<file path="config.mk">
export PLATFORM = sky130hd
export DESIGN_NAME = logic_unit_arbiter
export DESIGN_NICKNAME = d
export VERILOG_FILES = /design/src/rtl/logic_pkg.sv /design/src/rtl/bitwise_AND_OR.sv /design/src/rtl/logic_rr_arb2.sv /design/src/rtl/logic_unit_arbiter.sv
export SDC_FILE = /design/constraint.sdc
export NUM_CORES = 1
export LEC_CHECK = 0
export ABC_AREA = 0
export CORE_AREA = 3 3 134 136
export DETAILED_ROUTE_END_ITERATION = 7
export DIE_AREA = 0 0 137 139
export HOLD_SLACK_MARGIN = 0.05
export PLACE_DENSITY = 0.68
export SLEW_MARGIN = 20
export SYNTH_ARGS = -nofsm -noshare
export SYNTH_HDL_FRONTEND = slang
export SYNTH_HIERARCHICAL = 1
export SYNTH_SLANG_ARGS = --single-unit
</file>
<file path="constraint.sdc">
create_clock -name clk -period 4.7 [get_ports clk]
set_input_delay 0.705 -clock clk [delete_from_list [all_inputs] [get_ports clk]]
set_output_delay 0.705 -clock clk [all_outputs]
set_load 0.03 [all_outputs]
</file>
<file path="src/rtl/logic_pkg.sv">
// Shared types for the logic-unit arbiter: request bundle, opcode encoding and source indices.
// The request struct is sized by the package widths. The top-level WIDTH and TAG_W must equal them.
package logic_pkg;

  localparam int LOGIC_WIDTH = 64;
  localparam int LOGIC_TAG_W = 5;

  typedef enum logic {
    OP_AND = 1'b0,
    OP_OR  = 1'b1
  } logic_op_e;

  typedef struct packed {
    logic [LOGIC_WIDTH-1:0] a;
    logic [LOGIC_WIDTH-1:0] b;
    logic_op_e              op;
    logic [LOGIC_TAG_W-1:0] tag;
  } logic_req_t;

  localparam logic SRC_REQ0 = 1'b0;
  localparam logic SRC_REQ1 = 1'b1;

endpackage

</file>
<file path="src/rtl/bitwise_AND_OR.sv">
// Shared combinational bitwise datapath: A&B when orBit=0, A|B when orBit=1.
module bitwise_AND_OR #(
  parameter int WIDTH = 64
) (
  input  logic [WIDTH-1:0] a,
  input  logic [WIDTH-1:0] b,
  input  logic             orBit,
  output logic [WIDTH-1:0] result
);

  assign result = orBit ? (a | b) : (a & b);

endmodule

</file>
<file path="src/rtl/logic_rr_arb2.sv">
// Two-way round-robin grant. On a tie, the requester that did not win last time is preferred.
module logic_rr_arb2
  import logic_pkg::*;
(
  input  logic       clk,
  input  logic       reset,
  input  logic [1:0] valid,
  input  logic       accept,
  output logic       grant,
  output logic       any
);

  logic last_grant;

  always_comb begin
    grant = SRC_REQ0;
    if (valid == 2'b11) begin
      grant = ~last_grant;
    end else if (valid[1]) begin
      grant = SRC_REQ1;
    end
  end

  assign any = |valid;

  // Reset value favours req0 on the first tie.
  always_ff @(posedge clk) begin
    if (reset) begin
      last_grant <= SRC_REQ1;
    end else if (accept && any) begin
      last_grant <= grant;
    end
  end

endmodule

</file>
<file path="src/rtl/logic_unit_arbiter.sv">
// Two requesters share one AND/OR datapath through a round-robin grant.
// The result register is a single stage with backpressure and supports one op per cycle.
module logic_unit_arbiter
  import logic_pkg::*;
#(
  parameter int WIDTH = LOGIC_WIDTH,
  parameter int TAG_W = LOGIC_TAG_W
) (
  input  logic             clk,
  input  logic             reset,
  input  logic             req0_valid,
  output logic             req0_ready,
  input  logic [WIDTH-1:0] req0_a,
  input  logic [WIDTH-1:0] req0_b,
  input  logic             req0_op,
  input  logic [TAG_W-1:0] req0_tag,
  input  logic             req1_valid,
  output logic             req1_ready,
  input  logic [WIDTH-1:0] req1_a,
  input  logic [WIDTH-1:0] req1_b,
  input  logic             req1_op,
  input  logic [TAG_W-1:0] req1_tag,
  output logic             out_valid,
  input  logic             out_ready,
  output logic [WIDTH-1:0] out_result,
  output logic [TAG_W-1:0] out_tag,
  output logic             out_src,
  output logic             out_zero
);

  logic_req_t       req0_p0;
  logic_req_t       req1_p0;
  logic_req_t       sel_p0;
  logic             grant;
  logic             any;
  logic             slot_free;
  logic             take;
  logic [WIDTH-1:0] dp_result;

  logic             vld_p1;
  logic [WIDTH-1:0] result_p1;
  logic [TAG_W-1:0] tag_p1;
  logic             src_p1;

  // ---- stage p0: arbitration, operand select, datapath ----
  assign req0_p0 = '{a: req0_a, b: req0_b, op: logic_op_e'(req0_op), tag: req0_tag};
  assign req1_p0 = '{a: req1_a, b: req1_b, op: logic_op_e'(req1_op), tag: req1_tag};

  logic_rr_arb2 u_arb (
    .clk    (clk),
    .reset  (reset),
    .valid  ({req1_valid, req0_valid}),
    .accept (take),
    .grant  (grant),
    .any    (any)
  );

  // Reset also masks the handshake so that nothing is accepted while reset is held.
  assign slot_free  = !vld_p1 || out_ready;
  assign take       = any && slot_free && !reset;
  assign req0_ready = take && (grant == SRC_REQ0);
  assign req1_ready = take && (grant == SRC_REQ1);

  assign sel_p0 = (grant == SRC_REQ1) ? req1_p0 : req0_p0;

  bitwise_AND_OR #(
    .WIDTH (WIDTH)
  ) u_dp (
    .a      (sel_p0.a),
    .b      (sel_p0.b),
    .orBit  (sel_p0.op == OP_OR),
    .result (dp_result)
  );

  // ---- stage p1: result register ----
  always_ff @(posedge clk) begin
    if (reset) begin
      vld_p1    <= 1'b0;
      result_p1 <= '0;
      tag_p1    <= '0;
      src_p1    <= SRC_REQ0;
    end else if (take) begin
      vld_p1    <= 1'b1;
      result_p1 <= dp_result;
      tag_p1    <= sel_p0.tag;
      src_p1    <= grant;
    end else if (out_ready) begin
      vld_p1    <= 1'b0;
    end
  end

  assign out_valid  = vld_p1;
  assign out_result = result_p1;
  assign out_tag    = tag_p1;
  assign out_src    = src_p1;
  assign out_zero   = ~|result_p1;

endmodule

</file>
==> results of run 1 <==
[through the flow]
step	cells	setup slack (ns)	util	hold WS (ns)	power [mW]
floorplan	410	2.18	-	0.472	1.19
finish	967	1.36	0.504	0.459	2.25
detailed placement	951	1.15	0.487	0.451	1.61
global route	967	1.20	0.504	0.489	2.37
CTS	967	1.24	0.504	0.465	2.29
global placement	951	1.25	0.487	0.447	1.60
[report_power, final]
| group | internal, mW | switching, mW |
|---|---|---|
| clock network | 0.409 | 0.253 |
| registers | 0.673 | 0.0559 |
| logic | 0.510 | 0.354 |
[placed cells by master (no fill, tap or decap)]
| cell type | count |
|---|---|
| buf_4 | 6 |
| nor2_1 | 1 |
| clkbuf_16 | 9 |
| inv_2 | 1 |
| a21oi_4 | 1 |
| a22o_1 | 65 |
| bufinv_16 | 1 |
| maj3_2 | 60 |
| dfxtp_1 | 72 |
| a21boi_4 | 1 |
| a21oi_1 | 2 |
| clkbuf_1 | 3 |
| clkinv_2 | 3 |
| o21bai_2 | 1 |
| nor4_1 | 17 |
| maj3_1 | 4 |
| mux2_2 | 129 |
| clkdlybuf4s50_1 | 346 |
| o2bb2ai_1 | 5 |
| or2_2 | 1 |
| mux2i_1 | 5 |
| nand3b_4 | 1 |
| and3_1 | 1 |
| nand4_1 | 4 |
| nand2b_4 | 1 |
| and2_1 | 1 |
| inv_1 | 1 |
[state kept, by name (all words and copies together), names as in the netlist]
register	count
out_valid	1
out_tag	5
u_arb/last_grant	1
out_result	64
out_src	1
[worst reg2reg max path, cell delays in order, from the launching register on]
cell      delay, ns
dfxtp_1        0.34
a21boi_4       0.16
buf_4          0.28
buf_4          0.69
mux2_2         0.47
maj3_1         0.35
a22o_1         0.21
[cells by family after synthesis]
family,Yosys count,synth area share
AOI/OAI and AO/OA,75,0.137
adders and majority gates,64,0.151
buffers and inverters,38,0.0532
DFF,72,0.303
muxes,134,0.316
and+or+nand+nor,27,0.0395
[area by class of cell]
cell class	count	area (um2)	share of cell area
Sequential cell	72	1440	0.168
Multi-Input combinational cell	300	3080	0.358
Clock buffer	12	236	0.0275
Inverter	2	7.51	0.000873
Tap cell	225	282	0.0328
Timing Repair Buffer	352	3510	0.408
Clock inverter	4	45.0	0.00524
[how the worst max path moves through the flow]
stage | depth (start not counted) | to | start | slack [ns]
after floorplan | 3 | out_zero | out_result[52]$_SDFFE_PP0P_ | 2.18
after global placement | 7 | out_result[1]$_SDFFE_PP0P_ | req1_valid | 1.25
after detailed placement | 7 | out_result[63]$_SDFFE_PP0P_ | req1_valid | 1.15
after CTS | 4 | out_zero | out_result[7]$_SDFFE_PP0P_ | 1.24
after global routing | 4 | out_zero | out_result[7]$_SDFFE_PP0P_ | 1.20
final | 4 | out_zero | out_result[7]$_SDFFE_PP0P_ | 1.36
[routing by layer]
metal / track usage / up-vias
met5: 0 / -
met1: 0.190 / 2139
met4: 0.0420 / 0
met3: 0.0628 / 11
li1: - / 2254
met2: 0.352 / 213
==> results.json, run 1 <==
{
  "total_leakage_power_nw": 3.11,
  "hpwl_mm": 14.7,
  "hp-class": "flip-flop to flip-flop",
  "ant_nets": 0,
  "grt_first_pass_wirelength_mm": 27.0,
  "crit_required_ns": 3.99,
  "diodes": 0,
  "ys_seq_elements": 72,
  "rows": 48,
  "vdd_drop_max_mv": 0.157,
  "drive_above_1_share": 0.290,
  "synth_cell_type_count": 24,
  "post-route-drc-count": 0,
  "reg2reg_to": "out_result[63]$_SDFFE_PP0P_",
  "rrSetupSlack_ns": 2.10,
  "antenna_found_initial": 0,
  "ys_seq_area_frac": 0.303,
  "arrival_ns": 2.63,
  "wl_met1_mm": 6.69,
  "cp_max_fo": 3,
  "path_delay_family": "simple AND/OR/NAND/NOR gates",
  "worstHoldEndpoint": "out_tag[1]$_SDFFE_PP0P_",
  "cts_buffers": 9,
  "cts.sinks": 72,
  "max-slew-margin-rel": 0.438,
  "endpoint_kind": "primary output",
  "die_area_um2": 19000,
  "wl_met2_mm": 9.85,
  "crit_path_top_delay_cell": "clkdlybuf4s50_1",
  "ys_warn_count": 6,
  "syn_avg_cell_area_um2": 11.6,
  "coreArea_um2": 17100,
  "cts_root_buf": "clkbuf_16",
  "max_freq_mhz": 299,
  "cts_tree": "yes",
  "min_period_ns": 3.34,
  "cts.clk_slew.worst_paths_ns": 0.06,
  "overflow": 0,
  "cts_hold_buf": 0,
  "synth_edf_count": 0,
  "finalWirelength_mm": 18.5,
  "power_density_nw_per_um2": 262,
  "die_h_um": 139,
  "maxSlewViolCount": 0,
  "maxCapViolCount": 0,
  "synth-main-ff-cell": "dfxtp_1",
  "netlist_area_um2": 4750,
  "synth_cells": 410,
  "finalInstanceArea_um2": 8600,
  "worst_slew_pin_slew_ns": 0.844,
  "gp_congestion": 0.812,
  "placed_area_um2": 8310,
  "critPathLaunchType": "flip-flop",
  "grt_usage": 0.184,
  "setup_viol": 0,
  "cts-resized-gates": 0,
  "finalHoldViolCount": 0,
  "top_layer_used": "met4",
  "synth_top_area_share": 0.306,
  "io_buffer_count": 346,
  "via_count": 4617,
  "first_pass_iters": 6,
  "grt_max_degree": 68,
  "rsz0062_at_grt": "false",
  "initial_core_util": 0.279,
  "fillers": 1570,
  "post-route-period-util": 0.711,
  "postCtsSetupBuffers": 0,
  "drt_iter0_drc": 124,
  "cts_buffer_depth": 2,
  "path_common_cell": "nor4_1",
  "ios": 347,
  "final_nets": 1010,
  "hold_depth": 1,
  "crit_path_cell_trace": "nor4_1 -> nand4_1 -> nor4_1 -> clkdlybuf4s50_1",
  "fin_skew_ns": 0.00624,
  "crit-reg2reg-launch": "u_arb/last_grant$_SDFFE_PP1P_",
  "reg2reg_depth": 6,
  "clk_latency_ns": 0.33,
  "path_class": "flip-flop to primary output",
  "vias_per_cell": 4.77,
  "setup_tns_ns": 0,
  "die_x_um": 137,
  "syn_nets": 683,
  "area_delta_synth_final_pct": 80.9,
  "grt_pass1_vias": 4963,
  "synth.cells.most_frequent": "mux2_2, dfxtp_1, a22o_1, maj3_2, buf_2",
  "max_stage_delay_ns": 0.75,
  "synthArstFlopShare": 0,
  "outcome": "finished clean",
  "wl_per_cell_um": 19.1,
  "synth_top_area_cell": "mux2_2",
  "dr_wl_met3_mm": 1.75,
  "netlist_top_cells_area": "mux2_2, dfxtp_1, maj3_2, a22o_1, buf_2",
  "hp-start": "out_tag[1]$_SDFFE_PP0P_",
  "htreeDepth": 3,
  "path_buf_inv": 1,
  "yosysMostFrequentCell": "mux2_2"
}
Note: power is estimated with default switching activity, not from simulation.
==> run 2, diff against run 1 <==
- PLACE_DENSITY: 0.68 -> 0.7
- clock period: 4.7 -> 2.8 ns (I/O delays scaled with it)
==> results.json, run 2 (same netlist as run 1, synthesis figures left out) <==
{
  "gp_congestion": 0.810,
  "htreeDepth": 3,
  "vdd_drop_max_mv": 0.245,
  "finalWirelength_mm": 18.7,
  "drive_above_1_share": 0.301,
  "rsz0062_at_grt": "false",
  "crit_required_ns": 2.38,
  "path_class": "flip-flop to primary output",
  "first_pass_iters": 4,
  "grt_pass1_vias": 5049,
  "post-route-drc-count": 0,
  "cts_root_buf": "clkbuf_16",
  "wl_per_cell_um": 19.2,
  "path_buf_inv": 1,
  "finalHoldViolCount": 0,
  "endpoint_kind": "primary output",
  "post-route-period-util": 0.906,
  "total_leakage_power_nw": 3.18,
  "ant_nets": 0,
  "overflow": 0,
  "seqPwrFrac": 0.319,
  "ios": 347,
  "p_comb_frac": 0.381,
  "io_buffer_count": 346,
  "worst_slew_pin_slew_ns": 0.542,
  "min_period_ns": 2.54,
  "setup_tns_ns": 0,
  "most-common-layout-cells": "clkdlybuf4s50_1, mux2_2, dfxtp_1, a22o_1, maj3_2",
  "finalInstanceArea_um2": 8720,
  "crit-reg2reg-launch": "u_arb/last_grant$_SDFFE_PP1P_",
  "path_common_cell": "nor4_1",
  "postCtsSetupBuffers": 0,
  "critPathLaunchType": "flip-flop",
  "max_stage_delay_ns": 0.54,
  "crit_path_cell_trace": "nor4_1 -> nand4_1 -> nor4_1 -> buf_12",
  "final_common_cell": "clkdlybuf4s50_1",
  "arrival_ns": 2.12,
  "cp_max_fo": 3,
  "final_nets": 1018,
  "rows": 48,
  "fin_skew_ns": 0.00503,
  "placed_area_um2": 8420,
  "cts-resized-gates": 0,
  "cts_hold_buf": 0,
  "cts_buffers": 9,
  "final_util": 0.511,
  "antenna_found_initial": 0,
  "hpwl_mm": 15.3,
  "switching_power_mw": 1.12,
  "via_count": 4726,
  "maxCapViolCount": 0,
  "grt_first_pass_wirelength_mm": 27.9,
  "clk_latency_ns": 0.33,
  "largest_reg_flops": 64,
  "switching_share": 0.290,
  "die_area_um2": 19000,
  "setup_viol": 0,
  "cts_buffer_depth": 2,
  "max_freq_mhz": 394,
  "grt_usage": 0.187,
  "cts.clk_slew.worst_paths_ns": 0.06,
  "power_density_nw_per_um2": 442,
  "grt_max_degree": 69,
  "die_x_um": 137,
  "max-slew-margin-rel": 0.635,
  "power.internal_mw": 2.74,
  "initial_core_util": 0.279,
  "cts_tree": "yes",
  "die_h_um": 139,
  "drt_iter0_drc": 119,
  "hp-start": "out_tag[2]$_SDFFE_PP0P_",
  "startpoint": "out_result[7]$_SDFFE_PP0P_",
  "area_delta_synth_final_pct": 83.5,
  "vias_per_cell": 4.85,
  "coreArea_um2": 17100,
  "crit_path_top_delay_cell": "nor4_1",
  "hp-class": "flip-flop to flip-flop",
  "cts.sinks": 72,
  "diodes": 0,
  "maxSlewViolCount": 0,
  "outcome": "finished clean",
  "path_delay_family": "simple AND/OR/NAND/NOR gates",
  "p_clk_frac": 0.300
}
==> run 2: cell count changes in the layout (fill, tap and decap cells not counted) <==
| cell | delta |
|---|---|
| clkinv_2 | -1 |
| clkdlybuf4s50_1 | -2 |
| buf_12 | +4 |
| buf_4 | +6 |
| clkbuf_1 | -1 |
| clkbuf_8 | +2 |
==> run 2: final cells by class <==
class                           instances  area [um2]
Fill cell                            1462        8340
Timing Repair Buffer                  360        3610
Multi-Input combinational cell        300        3080
Sequential cell                        72        1440
Tap cell                              225         282
Clock buffer                           13         260
Clock inverter                          3        40.0
Inverter                                2        7.51
==> run 2: final timing paths <==
path | to | slack (ns) | depth (start not counted)
setup reg to reg | out_result[26]$_SDFFE_PP0P_ | 0.78 | 5
hold / removal | out_tag[2]$_SDFFE_PP0P_ | 0.46 | 1
setup / recovery | out_zero | 0.26 | 4
hold reg to reg | out_tag[2]$_SDFFE_PP0P_ | 0.46 | 1
==> run 2: power groups by stage <==
stage	clock (mW)	combinational (mW)	sequential (mW)
finish	1.16	1.47	1.23
global route	1.24	1.56	1.24
CTS	1.20	1.49	1.23
detailed placement	0	1.48	1.26
global placement	0	1.46	1.25
floorplan	0	0.580	1.42
==> run 2: per-stage QoR <==
stage / hold slack [ns] / power, mW / worst slack [ns] / instances
2_1_floorplan: 0.472 / 2.00 / 0.564 / 410
3_3_place_gp: 0.448 / 2.72 / 0.198 / 959
3_5_place_dp: 0.451 / 2.73 / 0.143 / 959
4_1_cts: 0.466 / 3.92 / 0.141 / 975
5_1_grt: 0.488 / 4.05 / 0.0770 / 975
6_report: 0.462 / 3.86 / 0.263 / 975
==> run 2: routing by layer <==
metal / routed length, um / track usage
met5: 0 / 0
met2: 9750 / 0.346
met4: 416 / 0.0641
met3: 1740 / 0.0537
met1: 6790 / 0.200
